===== config.mk =====
export PLATFORM = sky130hd
export DESIGN_NAME = lut_loader
export DESIGN_NICKNAME = d
export VERILOG_FILES = /design/src/rtl/lstm_pkg.sv /design/src/rtl/lut_loader.sv
export SDC_FILE = /design/constraint.sdc
export NUM_CORES = 1
export LEC_CHECK = 0
export ABC_AREA = 1
export BUFFER_PORTS_ARGS = -buffer_cell sky130_fd_sc_hd__buf_2
export CAP_MARGIN = 10
export CORE_MARGIN = 3
export CORE_UTILIZATION = 50
export CTS_BUF_LIST = sky130_fd_sc_hd__clkbuf_16
export CTS_CLUSTER_SIZE = 16
export DETAILED_ROUTE_END_ITERATION = 7
export PLACE_DENSITY = 0.73
export SLEW_MARGIN = 20
export SYNTH_ARGS = -nofsm -noshare
export SYNTH_HDL_FRONTEND = slang
export SYNTH_SLANG_ARGS = --single-unit

===== constraint.sdc =====
create_clock -name clk -period 2 [get_ports clk]
set_input_delay 0.1 -clock clk [delete_from_list [all_inputs] [get_ports clk]]
set_output_delay 0.1 -clock clk [all_outputs]
set_load 0.02 [all_outputs]

===== src/rtl/lstm_pkg.sv =====
// Shared types for the LSTM datapath: activation-table entry, checksum, and the
// lookup-table loader state encoding.
package lstm_pkg;

  localparam int LUT_WIDTH = 16;
  localparam int CHECKSUM_W = 32;

  typedef logic signed [LUT_WIDTH-1:0] lut_data_t;
  typedef logic [CHECKSUM_W-1:0] checksum_t;

  typedef enum logic [1:0] {
    ST_IDLE  = 2'd0,
    ST_LOAD  = 2'd1,
    ST_DONE  = 2'd2,
    ST_ERROR = 2'd3
  } lut_loader_state_t;

endpackage


===== src/rtl/lut_loader.sv =====
// Runtime writer for the activation lookup table: streams DEPTH signed entries
// into the external table RAM, checks monotonicity and accumulates a checksum.
module lut_loader
  import lstm_pkg::*;
#(
  parameter int DEPTH     = 888,
  parameter int WIDTH     = 16,
  parameter int ADDR_W    = $clog2(DEPTH),
  parameter int MONOTONIC = 1
) (
  input  logic                     clk,
  input  logic                     rst,
  input  logic                     start,
  input  logic signed [WIDTH-1:0]  s_data,
  input  logic                     s_valid,
  output logic                     s_ready,
  output logic                     wr_en,
  output logic [ADDR_W-1:0]        wr_addr,
  output logic signed [WIDTH-1:0]  wr_data,
  output logic                     busy,
  output logic                     done,
  output logic                     error,
  output checksum_t                checksum
);

  localparam logic [ADDR_W-1:0] LAST_IDX = ADDR_W'(DEPTH - 1);

  lut_loader_state_t        state;
  logic [ADDR_W-1:0]        idx;
  logic signed [WIDTH-1:0]  prev;
  logic                     accept;
  logic                     violation;
  checksum_t                entry_ext;

  // s_ready depends on the state register only, never on s_valid.
  assign s_ready = (state == ST_LOAD);
  assign busy    = (state == ST_LOAD);
  assign accept  = s_ready && s_valid;

  // Entry 0 has no predecessor, so it is never checked.
  assign violation = (MONOTONIC != 0) && (idx != '0) && (s_data < prev);
  assign entry_ext = {{(CHECKSUM_W-WIDTH){s_data[WIDTH-1]}}, s_data};

  // NOTE: every register below is updated with non-blocking assignments so all
  // of them see the pre-edge values of state, idx and prev in the same cycle.
  always_ff @(posedge clk) begin
    if (rst) begin
      state    <= ST_IDLE;
      idx      <= '0;
      prev     <= '0;
      wr_en    <= 1'b0;
      wr_addr  <= '0;
      wr_data  <= '0;
      done     <= 1'b0;
      error    <= 1'b0;
      checksum <= '0;
    end else begin
      wr_en <= 1'b0;
      case (state)
        ST_LOAD: begin
          if (accept) begin
            prev <= s_data;
            if (violation) begin
              state <= ST_ERROR;
              error <= 1'b1;
            end else begin
              wr_en    <= 1'b1;
              wr_addr  <= idx;
              wr_data  <= s_data;
              checksum <= checksum + entry_ext;
              if (idx == LAST_IDX) begin
                state <= ST_DONE;
                done  <= 1'b1;
              end else begin
                idx <= idx + 1'b1;
              end
            end
          end
        end
        default: begin
          // IDLE, DONE and ERROR all restart a fresh load on start.
          if (start) begin
            state    <= ST_LOAD;
            idx      <= '0;
            done     <= 1'b0;
            error    <= 1'b0;
            checksum <= '0;
          end
        end
      endcase
    end
  end

endmodule


Word level (Yosys, flattened, before mapping):

Cells that the tools add are included.

* logic and storage cells: 58
* memory bits (read-only): 0
* latch bits: 0
* memory bits (writable): 0
* memories: 0
* output and inout port bits: 63
* bits of input ports: 20
* register bits after elaboration: 89

* add/sub/neg operators: 2
* reductions and logical operators: 12
* order comparisons: 1
* bitwise logic cells: 3
* shift-type cells: 0
* eq/ne operators: 8
* multiplexer cells: 23
* $mul: 0
* div/mod/pow operators: 0

Operators with widths (number)
* $mux 32: 4
* $mux 10: 5
* $add 32x32->32: 1
* $lt 16x16->1: 1
* $reduce_and 3->1: 4
* $add 10x1->10 const B: 1
* $eq 10x10->1 const B: 1
* $mux 2: 5
* $reduce_bool 10->1: 1
* $mux 1: 9
* $reduce_and 4->1: 2
* $ne 2x1->1 const B: 3
* $ne 2x2->1 const B: 2
* $ne 3x1->1 const B: 1
* $not 1->1: 3
* $reduce_or 3->1: 1
* $eq 2x1->1 const B: 1
* $logic_and 1x1->1: 2
* $reduce_and 2->1: 1
* $reduce_bool 2->1: 1

Longest topological paths before layout:

* depth in word-level cells: 5
* gate-level depth with buffers: 17

Least setup slack after synthesis:

Ideal clock, no wire load.

* path kind: flip-flop to flip-flop
* start: reg checksum[0]
* end: reg checksum[24]
* slack: 0.004 ns
* arrival time: 1.932 ns
* data required time: 1.935 ns
* cell stages (with the launch flop): 14
* buffers on the path: 0
* setup time: 0.065 ns
* period minus slack after synthesis: 1.996 ns
* cell sequence: dfxtp_1 > ha_1 > fa_1 > nand2_1 > nand2_1 > nand2_1 > inv_1 > a21o_1 > nand3_1 > nand3_1 > nand2_1 > nand2_1 > o21a_1 > nor2_1

* cells in the longest elaborated chain, start to end: 4

Ends and longest elaborated chain
* start, declared: line lut_loader.sv:23 `output checksum_t checksum`
* start signal, assigned: line lut_loader.sv:70 `checksum <= checksum + entry_ext;`
* $add 32x32->32: line lut_loader.sv:70
* $mux 32: line lut_loader.sv:63 `if (violation) begin`
* $mux 32: line lut_loader.sv:61 `if (accept) begin`
* $mux 32: line lut_loader.sv:59 `case (state)`

No other way between the ends. The select of a mux whose other input is x is not followed.
A chain may end at the register's enable or synchronous reset.

Worst setup path after layout:

* start: reg prev[13]
* end: reg checksum[12]

* cells in the longest elaborated chain, start to end: 4

Ends and longest elaborated chain
* start, declared: line lut_loader.sv:30 `logic signed [WIDTH-1:0] prev;`
* start signal, assigned: line lut_loader.sv:62 `prev <= s_data;`
* $lt 16x16->1: line lut_loader.sv:41 `assign violation = (MONOTONIC != 0) && (idx != '0) && (s_data < prev);`
* $logic_and 1x1->1: line lut_loader.sv:41
* $ne 2x2->1 (no line)
* $reduce_and 3->1 (no line)

No other way between the ends.

==> impl_metrics.csv <==
group,metric,value,unit
routing,wire_per_inst,16.1,um
power_and_ir_drop,ir_drop,0.606,mV
floorplanning,die_y,113,um
setup_path,crit_type,"reg2reg",
cts,clk_pin_slew,0.07,ns
cts,cts-root-buf,"clkbuf_16",
synthesis,syn_nets,927,
routing,routed_wl,19200,um
routing,vias_per_cell,5.49,
floorplanning,core_area,11000,um2
setup_path,cp_max_fo,17,
synthesis,synth_cell_types,35,
setup_path,cp.buffers_inverters,2,
cts,tritoncts,"yes",
cts,cts_max_path_buffers,2,
timing,rsz0062_at_grt,"true",
power_and_ir_drop,p_total,6160,uW
layout,multi_input_area,3990,um2
routing,drt_iter0_drc,532,
timing,worst_pin_slew,0.664,ns
synthesis,yosys_warnings,0,
layout,final_common_cell,"nand2_1",
timing,fin_setup_tns,-3.92,ns
floorplanning,die-area,12800,um2
setup_path,cp.arrival,2.41,ns
placed_design,dp_hpwl,13700,um
setup_path,cp_slowest_cell,"ha_1",
timing,fin_crit_sh,1.06,
floorplanning,die_w,113,um
layout,final_cell_mix,"186 x nand2_1, 106 x buf_4, 88 x dfxtp_1, 87 x a21oi_1, 82 x buf_2",
floorplanning,pin_count,83,
cts,htreeDepth,3,
layout,fin_nets,1118,
global_routing,track_usage,0.297,
layout,num_antenna_cells,0,
routing,drtAntennaViolNets,0,
layout,ff_latch_area,1780,um2
timing,maxSlewViolCount,0,
status,failed_checks,"negative setup slack",
timing,fmax,471,MHz
global_routing,grt_pass1_vias,6183,
timing,period_needed,2.12,ns
setup_path,crit_chain,"inv_1 -> ha_1 -> nand4_1 -> nor3_2 -> nand2_2 -> nand2_2 -> nand2_4 -> nand3_4 -> nand2_8 -> buf_12 -> or2_1 -> a21oi_1",
power_and_ir_drop,p_leak,0.00381,uW
synthesis,synth.ff_latch_count,89,
global_routing,grt_pass1_wl,30600,um
synthesis,netlist_instances,858,
floorplanning,std_cell_rows,38,
power_and_ir_drop,p_per_area,762,nW/um2
timing,setup_slack,-0.122,ns
synthesis,yosysSeqAreaShare,0.310,
layout,area_growth,40.6,%
routing,route.detailed.drc,0,
placed_design,place_congestion,0.999,
timing,finClkSkew,0.00670,ns
setup_path,cp-start-kind,"register",
timing,relSlewSlack,0.555,
placed_design,portBuffers,82,
routing,via_count,6557,
synthesis,syn_area,5760,um2
cts,worst_skew_pair.late_latency,0.36,ns
global_routing,antenna_found_initial,0,
synthesis,syn_avg_cell_area,6.71,um2
layout,drive_above_1_share,0.308,
setup_path,critical_path.most_common_cell,"nand2_2",
setup_path,critical-path-max-stage-delay,0.33,ns
cts,cts_buffers,9,
global_routing,grt-ovfl-total,0,
job,cap_viol_max_count,0,
timing,hold_viol,0,
layout,fill_cells,907,
timing,finalSetupViolCount,61,
setup_path,crit_required,2.29,ns
floorplanning,start_util,0.522,
hold_path,hold_class,"in2reg",
setup_path,end_kind,"register",
cts,numClockSinks,89,
status,outcome,"complete, but fails checks",
setup_path,crit_family,"simple AND/OR/NAND/NOR gates",
global_routing,grt_max_degree,42,
routing,first_pass_iters,5,
[kinds of logic after synthesis]
| group | Yosys count | share of synthesized area |
|---|---|---|
| simple gates | 420 | 0.321 |
| fa+ha+maj | 49 | 0.108 |
| compound gates | 177 | 0.161 |
| flops | 89 | 0.310 |
| xor+xnor | 16 | 0.0243 |
| buf+inv | 107 | 0.0770 |
[Yosys cell counts, drive strengths merged]
cell	number	area (um2)
dfxtp	89	1780
nor2	75	282
o22ai	4	25.0
ha	48	601
nand3	77	403
o21bai	1	7.51
xor2	3	26.3
nand4	23	150
nand3b	5	37.5
nor3	11	55.1
o21a	9	67.6
buf	11	82.6
nor4	3	25.0
o211ai	1	7.51
a21o	2	15.0
a31oi	1	6.26
or2	12	75.1
nand2	214	818
clkinv	1	3.75
xnor2	13	114
fa	1	20.0
inv	78	293
clkbuf	17	63.8
a21oi	104	521
o21ai	55	275
[flip-flops by register name, indices dropped and copies added, names as in the netlist]
name and count:
checksum 32, done 1, error 1, idx 10, prev 16, state 2, wr_addr 10, wr_data 16
wr_en 1
[what timing repair did]
item / in CTS / in global routing
setup buffers: 5 / 3
hold buffers: 3 / 0
cloned: 3 / 1
hold endpoints to repair: 3 / 0
gates resized for setup: 56 / 72
setup endpoints to repair: 72 / 73
pin swaps: 27 / 19
[final timing paths]
kind | start | to | slack [ns] | depth (start not counted)
setup / recovery | prev[13] | checksum[12] | -0.12 | 12
hold / removal | s_data[2] | wr_data[2] | 0.01 | 3
setup reg to reg | prev[13] | checksum[12] | -0.12 | 12
hold reg to reg | prev[3] | prev[3] | 0.46 | 2
[worst reg2reg max path: stages (launching register included)]
cell and delay (ns):
dfxtp_1 0.31, inv_1 0.06, ha_1 0.33, nand4_1 0.17, nor3_2 0.23, nand2_2 0.11, nand2_2 0.09, nand2_4 0.06
nand3_4 0.09, nand2_8 0.10, buf_12 0.17, or2_1 0.23, a21oi_1 0.12
[per-layer routing]
metal  GRT usage  share of wire  up-vias
met4       0.126          0.030        0
met5           0              0        -
met2       0.492           0.47      238
met3      0.0444          0.068       44
met1       0.386           0.43     3004
li1            -              -     3271
[per-stage QoR]
stage | std cells | area, um2 | hold WS (ns) | setup WS, ns | util
after detailed placement | 1164 | 7110 | 0.347 | -0.215 | 0.645
after floorplan | 858 | 5760 | 0.203 | 0.00351 | -
after global placement | 1164 | 7110 | 0.347 | -0.185 | 0.645
after global routing | 1194 | 8090 | 0.0347 | -0.284 | 0.733
after CTS | 1191 | 7790 | 0.00522 | -0.0865 | 0.706
final | 1194 | 8090 | 0.0146 | -0.122 | 0.733
[layout make-up]
class | instances | share of cell area
tap | 140 | 0.0217
multi-input combinational | 662 | 0.494
clock buffer | 9 | 0.0278
inverter | 79 | 0.0370
clock inverter | 7 | 0.0125
sequential | 89 | 0.220
timing repair buffer | 208 | 0.187
[power by group]
| group | switching (uW) | internal (uW) |
|---|---|---|
| Combinational | 1290 | 940 |
| Sequential | 106 | 1920 |
| Clock | 792 | 1110 |
(Power assumes the default switching activity.)
